<file path="src/rtl/iob_rom_sp_arbiter.sv">
// -----------------------------------------------------------------------------
// iob_rom_sp_arbiter
//
// Shares one single-port synchronous ROM among N_REQ requesters. The ROM has a
// 1-cycle read latency, a registered output and a read enable. Each cycle the
// arbiter accepts at most one read, drives the ROM enable and address, and
// returns the ROM data one cycle later with a one-hot strobe that names the
// requester. Back-to-back grants are supported with no bubbles.
//
// Arbitration:
//   default : round-robin. The search starts at rr_ptr and moves upward,
//             wrapping at N_REQ. After a grant to k, rr_ptr becomes k+1, or 0
//             when k is N_REQ-1.
//   IOB_ROM_SP_ARBITER_FIXED_PRIO_EN defined : fixed priority. The lowest
//             valid index always wins and the rr_ptr register is removed.
//             Ports, latency and response timing are the same in both modes.
//
// Parameters:
//   N_REQ   number of requesters (2..8)
//   ADDR_W  ROM address width
//   DATA_W  ROM data width
//
// Ports:
//   clk_i         in   1             system clock
//   rst_i         in   1             synchronous active-high reset
//   req_valid_i   in   N_REQ         read request per requester
//   req_addr_i    in   N_REQ*ADDR_W  packed addresses; requester k uses
//                                    bits [k*ADDR_W +: ADDR_W]
//   req_ready_o   out  N_REQ         one-hot grant (combinational)
//   rsp_valid_o   out  N_REQ         one-hot response strobe
//   rsp_data_o    out  DATA_W        read data, meaningful while a strobe is high
//   rom_r_en_o    out  1             ROM read enable
//   rom_addr_o    out  ADDR_W        ROM address
//   rom_r_data_i  in   DATA_W        ROM read data, valid the cycle after enable
// -----------------------------------------------------------------------------
module iob_rom_sp_arbiter #(
  parameter int N_REQ  = 2,
  parameter int ADDR_W = 4,
  parameter int DATA_W = 8
) (
  input  logic                    clk_i,
  input  logic                    rst_i,
  input  logic [N_REQ-1:0]        req_valid_i,
  input  logic [N_REQ*ADDR_W-1:0] req_addr_i,
  output logic [N_REQ-1:0]        req_ready_o,
  output logic [N_REQ-1:0]        rsp_valid_o,
  output logic [DATA_W-1:0]       rsp_data_o,
  output logic                    rom_r_en_o,
  output logic [ADDR_W-1:0]       rom_addr_o,
  input  logic [DATA_W-1:0]       rom_r_data_i
);

  localparam int PTR_W = (N_REQ > 1) ? $clog2(N_REQ) : 1;

  // Pick the first valid requester, starting at 'start' and wrapping at
  // N_REQ. The wrap subtracts N_REQ explicitly, so non-power-of-2 counts
  // never alias onto out-of-range indices.
  function automatic logic [N_REQ-1:0] rr_pick(
    input logic [N_REQ-1:0] valid,
    input logic [PTR_W-1:0] start
  );
    logic [N_REQ-1:0] pick;
    logic             found;
    int               pos;
    pick  = {N_REQ{1'b0}};
    found = 1'b0;
    for (int off = 0; off < N_REQ; off++) begin
      pos = int'(start) + off;
      if (pos >= N_REQ) begin
        pos = pos - N_REQ;
      end else begin
        pos = pos;
      end
      for (int k = 0; k < N_REQ; k++) begin
        if (!found && (k == pos) && valid[k]) begin
          pick[k] = 1'b1;
          found   = 1'b1;
        end else begin
          pick[k] = pick[k];
        end
      end
    end
    return pick;
  endfunction

  // AND-OR address mux. Ungranted lanes are forced to zero before the OR,
  // so an X on an idle requester's address cannot reach the ROM.
  function automatic logic [ADDR_W-1:0] addr_sel(
    input logic [N_REQ-1:0]        onehot,
    input logic [N_REQ*ADDR_W-1:0] addrs
  );
    logic [ADDR_W-1:0] acc;
    acc = {ADDR_W{1'b0}};
    for (int k = 0; k < N_REQ; k++) begin
      acc = acc | ({ADDR_W{onehot[k]}} & addrs[k*ADDR_W +: ADDR_W]);
    end
    return acc;
  endfunction

  logic [N_REQ-1:0] grant_s;
  logic [PTR_W-1:0] start_s;
  logic [N_REQ-1:0] rsp_valid_r;

`ifdef IOB_ROM_SP_ARBITER_FIXED_PRIO_EN

  // Fixed priority: the search always begins at requester 0.
  assign start_s = {PTR_W{1'b0}};

`else

  logic [PTR_W-1:0] rr_ptr_r;
  logic [PTR_W-1:0] next_ptr_s;

  // Pointer value after a grant: one past the winner, wrapping to 0 after
  // the last requester.
  function automatic logic [PTR_W-1:0] ptr_after(input logic [N_REQ-1:0] onehot);
    logic [PTR_W-1:0] nxt;
    nxt = {PTR_W{1'b0}};
    for (int k = 0; k < N_REQ; k++) begin
      if (onehot[k]) begin
        if (k == N_REQ - 1) begin
          nxt = {PTR_W{1'b0}};
        end else begin
          nxt = PTR_W'(k + 1);
        end
      end else begin
        nxt = nxt;
      end
    end
    return nxt;
  endfunction

  assign start_s = rr_ptr_r;

  // Next round-robin pointer derived from the current grant.
  always_comb begin
    next_ptr_s = rr_ptr_r;
    if (|grant_s) begin
      next_ptr_s = ptr_after(grant_s);
    end else begin
      next_ptr_s = rr_ptr_r;
    end
  end

  // Round-robin pointer register; holds when nothing is granted.
  always_ff @(posedge clk_i) begin
    if (rst_i) begin
      rr_ptr_r <= {PTR_W{1'b0}};
    end else begin
      rr_ptr_r <= next_ptr_s;
    end
  end

`endif

  // Grant selection; reset suppresses every grant.
  always_comb begin
    grant_s = {N_REQ{1'b0}};
    if (rst_i) begin
      grant_s = {N_REQ{1'b0}};
    end else begin
      grant_s = rr_pick(req_valid_i, start_s);
    end
  end

  // Response strobe: the grant delayed by one cycle, matching the ROM latency.
  always_ff @(posedge clk_i) begin
    if (rst_i) begin
      rsp_valid_r <= {N_REQ{1'b0}};
    end else begin
      rsp_valid_r <= grant_s;
    end
  end

  assign req_ready_o = grant_s;
  assign rom_r_en_o  = (|req_valid_i) & ~rst_i;
  assign rom_addr_o  = addr_sel(grant_s, req_addr_i);
  // Masking with reset drops a read that is still in flight when reset
  // arrives, so no stale strobe leaks out during the reset cycle.
  assign rsp_valid_o = rsp_valid_r & {N_REQ{~rst_i}};
  assign rsp_data_o  = rom_r_data_i;

endmodule

</file>
<file path="config.mk">
export PLATFORM = sky130hd
export DESIGN_NAME = iob_rom_sp_arbiter
export DESIGN_NICKNAME = d
export VERILOG_FILES = /design/src/rtl/iob_rom_sp_arbiter.sv
export SDC_FILE = /design/constraint.sdc
export NUM_CORES = 1
export LEC_CHECK = 0
export BUFFER_PORTS_ARGS = -buffer_cell sky130_fd_sc_hd__buf_2
export CAP_MARGIN = 30
export CORE_AREA = 2 2 39 41
export DETAILED_ROUTE_END_ITERATION = 12
export DIE_AREA = 0 0 41 43
export PLACE_DENSITY = 0.67
export SYNTH_ARGS = -nofsm -noshare
export SYNTH_HDL_FRONTEND = slang
export SYNTH_SLANG_ARGS = --single-unit
</file>
<file path="constraint.sdc">
create_clock -name clk_i -period 1.2 [get_ports clk_i]
set_input_delay 0.12 -clock clk_i [delete_from_list [all_inputs] [get_ports clk_i]]
set_output_delay 0.12 -clock clk_i [all_outputs]
set_load 0.01 [all_outputs]
</file>
Word-level counts from Yosys, hierarchy flattened

Cells that the tools add are included.

Shifts and indexed selects: 0
Divide/modulo/power cells: 0
Equality and inequality tests: 2
Add/sub/neg operators: 3
Bitwise gates (word level): 6
Multiply operators: 0
$lt $le $gt $ge: 2
Reductions and logical operators: 14
Mux-type cells: 16

Operators with widths:

| kind                  | count |
|---|---|
| $mux W32              | 4 |
| $eq A2 B32 Y1 const A | 2 |
| $logic_not A32 Y1     | 2 |
| $mux W1               | 11 |
| $and A4 B4 Y4         | 2 |
| $logic_and A1 B1 Y1   | 7 |
| $or A4 B4 Y4          | 1 |
| $reduce_or A2 Y1      | 2 |
| $logic_not A1 Y1      | 3 |
| $sub A1 B2 Y3 const B | 1 |
| $sub A2 B2 Y3 const B | 1 |
| $add A1 B1 Y2 const B | 1 |
| $and A2 B2 Y2         | 1 |
| $ge A1 B2 Y1 const B  | 1 |
| $ge A2 B2 Y1 const B  | 1 |
| $mux W2               | 1 |
| $and A1 B1 Y1         | 1 |
| $not A1 Y1            | 1 |

Memories: 0
Logic and storage cells: 45
Memory bits (read-only): 0
Bits of input ports: 20
Bits in writable memories: 0
Register bits: 3
Latch bits: 0
Output and inout port bits: 17

Depth between registers and ports, before layout

Depth after elaboration: 24
Mapped depth: 3

Least setup slack after synthesis

No wires, ideal clock.

Path type: register -> output
Start: register rr_ptr_r
End: output port rom_addr_o[0]
Path slack: 0.195 ns
Cell stages (with the launch flop): 4
Path buffers: 1
Arrival: 0.885 ns
Cells stage by stage: dfxtp_1 -> nor2b_1 -> buf_6 -> o32ai_1

Cells in the longest elaborated chain, start to end: 24
Elaborated cells on any way between the ends: 36

Ends and longest elaborated chain:

| element                                       | line   | source |
|---|---|---|
| start, declared                               | 111    | `logic [PTR_W-1:0] rr_ptr_r;` |
| start signal, assigned                        | 148    | `rr_ptr_r <= {PTR_W{1'b0}};` |
| start signal, assigned                        | 150    | `rr_ptr_r <= next_ptr_s;` |
| $sub A1 B2 Y3 or $ge A1 B2 Y1 (tied branches) | 70, 69 |  |
| $mux W32                                      | 69     | `if (pos >= N_REQ) begin` |
| $mux W32                                      | 159    | `if (rst_i) begin` |
| $logic_not A32 Y1                             | 75     | `if (!found && (k == pos) && valid[k]) begin` |
| $logic_and A1 B1 Y1                           | 75     |  |
| $mux W1                                       | 75     |  |
| $mux W1                                       | 159    |  |
| $logic_not A1 Y1                              | 75     |  |
| [7 not listed]                                | n/a    |  |
| $mux W1                                       | 75     |  |
| $mux W1                                       | 159    |  |
| $logic_not A1 Y1                              | 75     |  |
| $logic_and A1 B1 Y1 (2 in a row)              | 75     |  |
| $mux W1                                       | 75     |  |
| $mux W2 (*)                                   | 159    |  |
| $and A4 B4 Y4                                 | 95     | `acc = acc \| ({ADDR_W{onehot[k]}} & addrs[k*ADDR_W +: ADDR_W]);` |
| $or A4 B4 Y4 (*)                              | 95     |  |
| end, declared                                 | 49     | `output logic [ADDR_W-1:0] rom_addr_o,` |

Mark *: on every way between the ends. The rest lies on a longest branch, timed or not. The select of a mux whose other input is x is not followed.

Final worst setup path

Ends and elaborated chain as after synthesis.

==> impl_metrics.json <==
{
  "grt_antenna_before_repair": 0,
  "first_iter_violations": 1,
  "period_needed_ps": 1190,
  "worst_path_max_delay_cell": "dfxtp_2",
  "vias": 284,
  "final_cells": 68,
  "drv_cap": 0,
  "syn_area_per_cell_um2": 7.97,
  "whs_ps": 209,
  "fin_crit_sh": 0.988,
  "synth-edff-count": 0,
  "ys_seq_area_frac": 0.198,
  "clk_latency_ps": 240,
  "clk_pin_slew_ps": 40,
  "synthTopCellsByArea": "dfxtp_1 20%, buf_4 20%, nand2b_1 17%",
  "initial_core_util": 0.219,
  "rr_worst_depth": 2,
  "ys_warn_count": 0,
  "hold_class": "in -> reg",
  "synthesis.nets": 58,
  "diodes": 0,
  "path_max_fanout": 6,
  "wirelength_um": 650,
  "critical_path_class": "reg -> out",
  "synth_top_cell_area_share": 0.198,
  "worstMarginPinSlew_ps": 254,
  "post_drt_wl_per_cell_um": 9.56,
  "die_x_um": 41,
  "grt_max_degree": 17,
  "io_buffer_count": 20,
  "setup_violations": 0,
  "worstPathRequired_ps": 1080,
  "end_kind": "output pin",
  "postRouteAntennaNets": 0,
  "gp_congestion": 0.676,
  "p_leak_nw": 0.198,
  "finClkSkew_ps": 1.38,
  "io-pin-count": 37,
  "ys_types": 13,
  "cp-start-kind": "flop",
  "clockRootBuffer": "clkbuf_4",
  "max-slew-margin-rel": 0.831,
  "syn_inst": 38,
  "route.detailed.drc": 0,
  "ctsHoldBuffers": 0,
  "max_freq_ghz": 0.843,
  "htreeDepth": 1,
  "cpPeakStageDelay_ps": 330,
  "netlist_area_um2": 303,
  "powerDensity_nw_per_um2": 984,
  "ys_dominant_reg_cell": "dfxtp_1",
  "grt_usage": 0.102,
  "hold_viol_final": 0,
  "crit_chain": "a21bo_4 > o32ai_2 > buf_2",
  "area_growth_pct": 35.5,
  "die_area_um2": 1760,
  "die_h_um": 43,
  "nets": 73,
  "firstDrtPassIters": 2,
  "tritoncts": "done",
  "ir_worst_vdd_mv": 0.321,
  "drive_above_1_share": 0.596,
  "cts_buffers": 3,
  "drt-vias-per-instance": 4.18,
  "status": "complete, no violations",
  "ys_seq_elements": 3,
  "holdPathStages": 2,
  "maxSlewViolCount": 0,
  "cts.path.max_buffers": 2,
  "async_flop_share": 0,
  "fin_area_um2": 410,
  "synth_top_cell_by_area": "dfxtp_1",
  "p_total_uw": 404,
  "crit_arrival_ps": 1070,
  "rsz0062_at_grt": "yes",
  "finish.utilization": 0.297,
  "grt_pass1_vias": 279,
  "post-place-cells": 65,
  "synth_common_cells": "8 x buf_4, 8 x nand2b_1, 4 x nor2_1, 4 x nor2b_1",
  "overflow": 0,
  "clock-sinks": 3,
  "rows": 14,
  "grt_pass1_wl_mm": 1.14,
  "core_um2": 1380,
  "placed_area_um2": 354
}
[power by group]
part | internal [mW] | total [mW] | switching, mW
clock | 0.125 | 0.183 | 0.0578
combinational | 0.0565 | 0.110 | 0.0538
sequential | 0.107 | 0.111 | 0.00366
[timing repair]
item	CTS	global route
endpoints found under the setup margin	4	4
pin swaps	0	0
setup buffers	0	0
resized for setup	7	0
[cell families (layout without fill, tap and decap cells)]
kind of cell / Yosys count / after routing / share of synthesized area
AOI/OAI and AO/OA: 6 / 6 / 0.207
DFF: 3 / 3 / 0.198
buffers and inverters: 11 / 25 / 0.264
and+or+nand+nor: 18 / 18 / 0.331
[per-layer routing]
metal,part of all wire,GRT usage
met4,0.018,0.120
met2,0.47,0.119
met1,0.40,0.122
met5,0,0
met3,0.10,0.0419
[flip-flops by register name, indices dropped and copies added, names as in the netlist]
register and count:
rsp_valid_r 2, rr_ptr_r 1
[final cells by class]
cell class,instances,area [µm²]
multi-input combinational,24,199
clock buffer,4,26.3
fill,147,973
timing repair buffer,20,100
inverter,1,3.75
sequential,3,61.3
tap,16,20.0
[through the flow]
step,setup slack [ps],setup TNS (ps)
final,13.8,0
after detailed placement,132,0
after CTS,5.07,0
after floorplan,195,0
after global routing,-47.2,-155
after global placement,148,0
[cell usage in the layout, fill, tap and decap left out, drive strengths merged]
cell    synthesis  final
clkbuf          0      4
o21ba           1      1
nor2            4      4
nand2b          8      8
o32ai           4      4
a21bo           1      1
nor3            2      2
nor2b           4      4
inv             1      1
buf            10     20
dfxtp           3      3
[path summary, 6_finish.rpt]
kind,startpoint,endpoint,slack [ps]
min,rst_i,rsp_valid_r[0],210
max,rr_ptr_r,rom_addr_o[0],10
max reg2reg,rr_ptr_r,rr_ptr_r,420
min reg2reg,rr_ptr_r,rsp_valid_r[1],600
[critical path: cells and delay by family (launching register included)]
| family | cells | cell delay, ps |
|---|---|---|
| compound gates | 2 | 330 |
| buf+inv | 1 | 170 |
| flops | 1 | 330 |
Note: power is estimated with default switching activity, not from simulation.
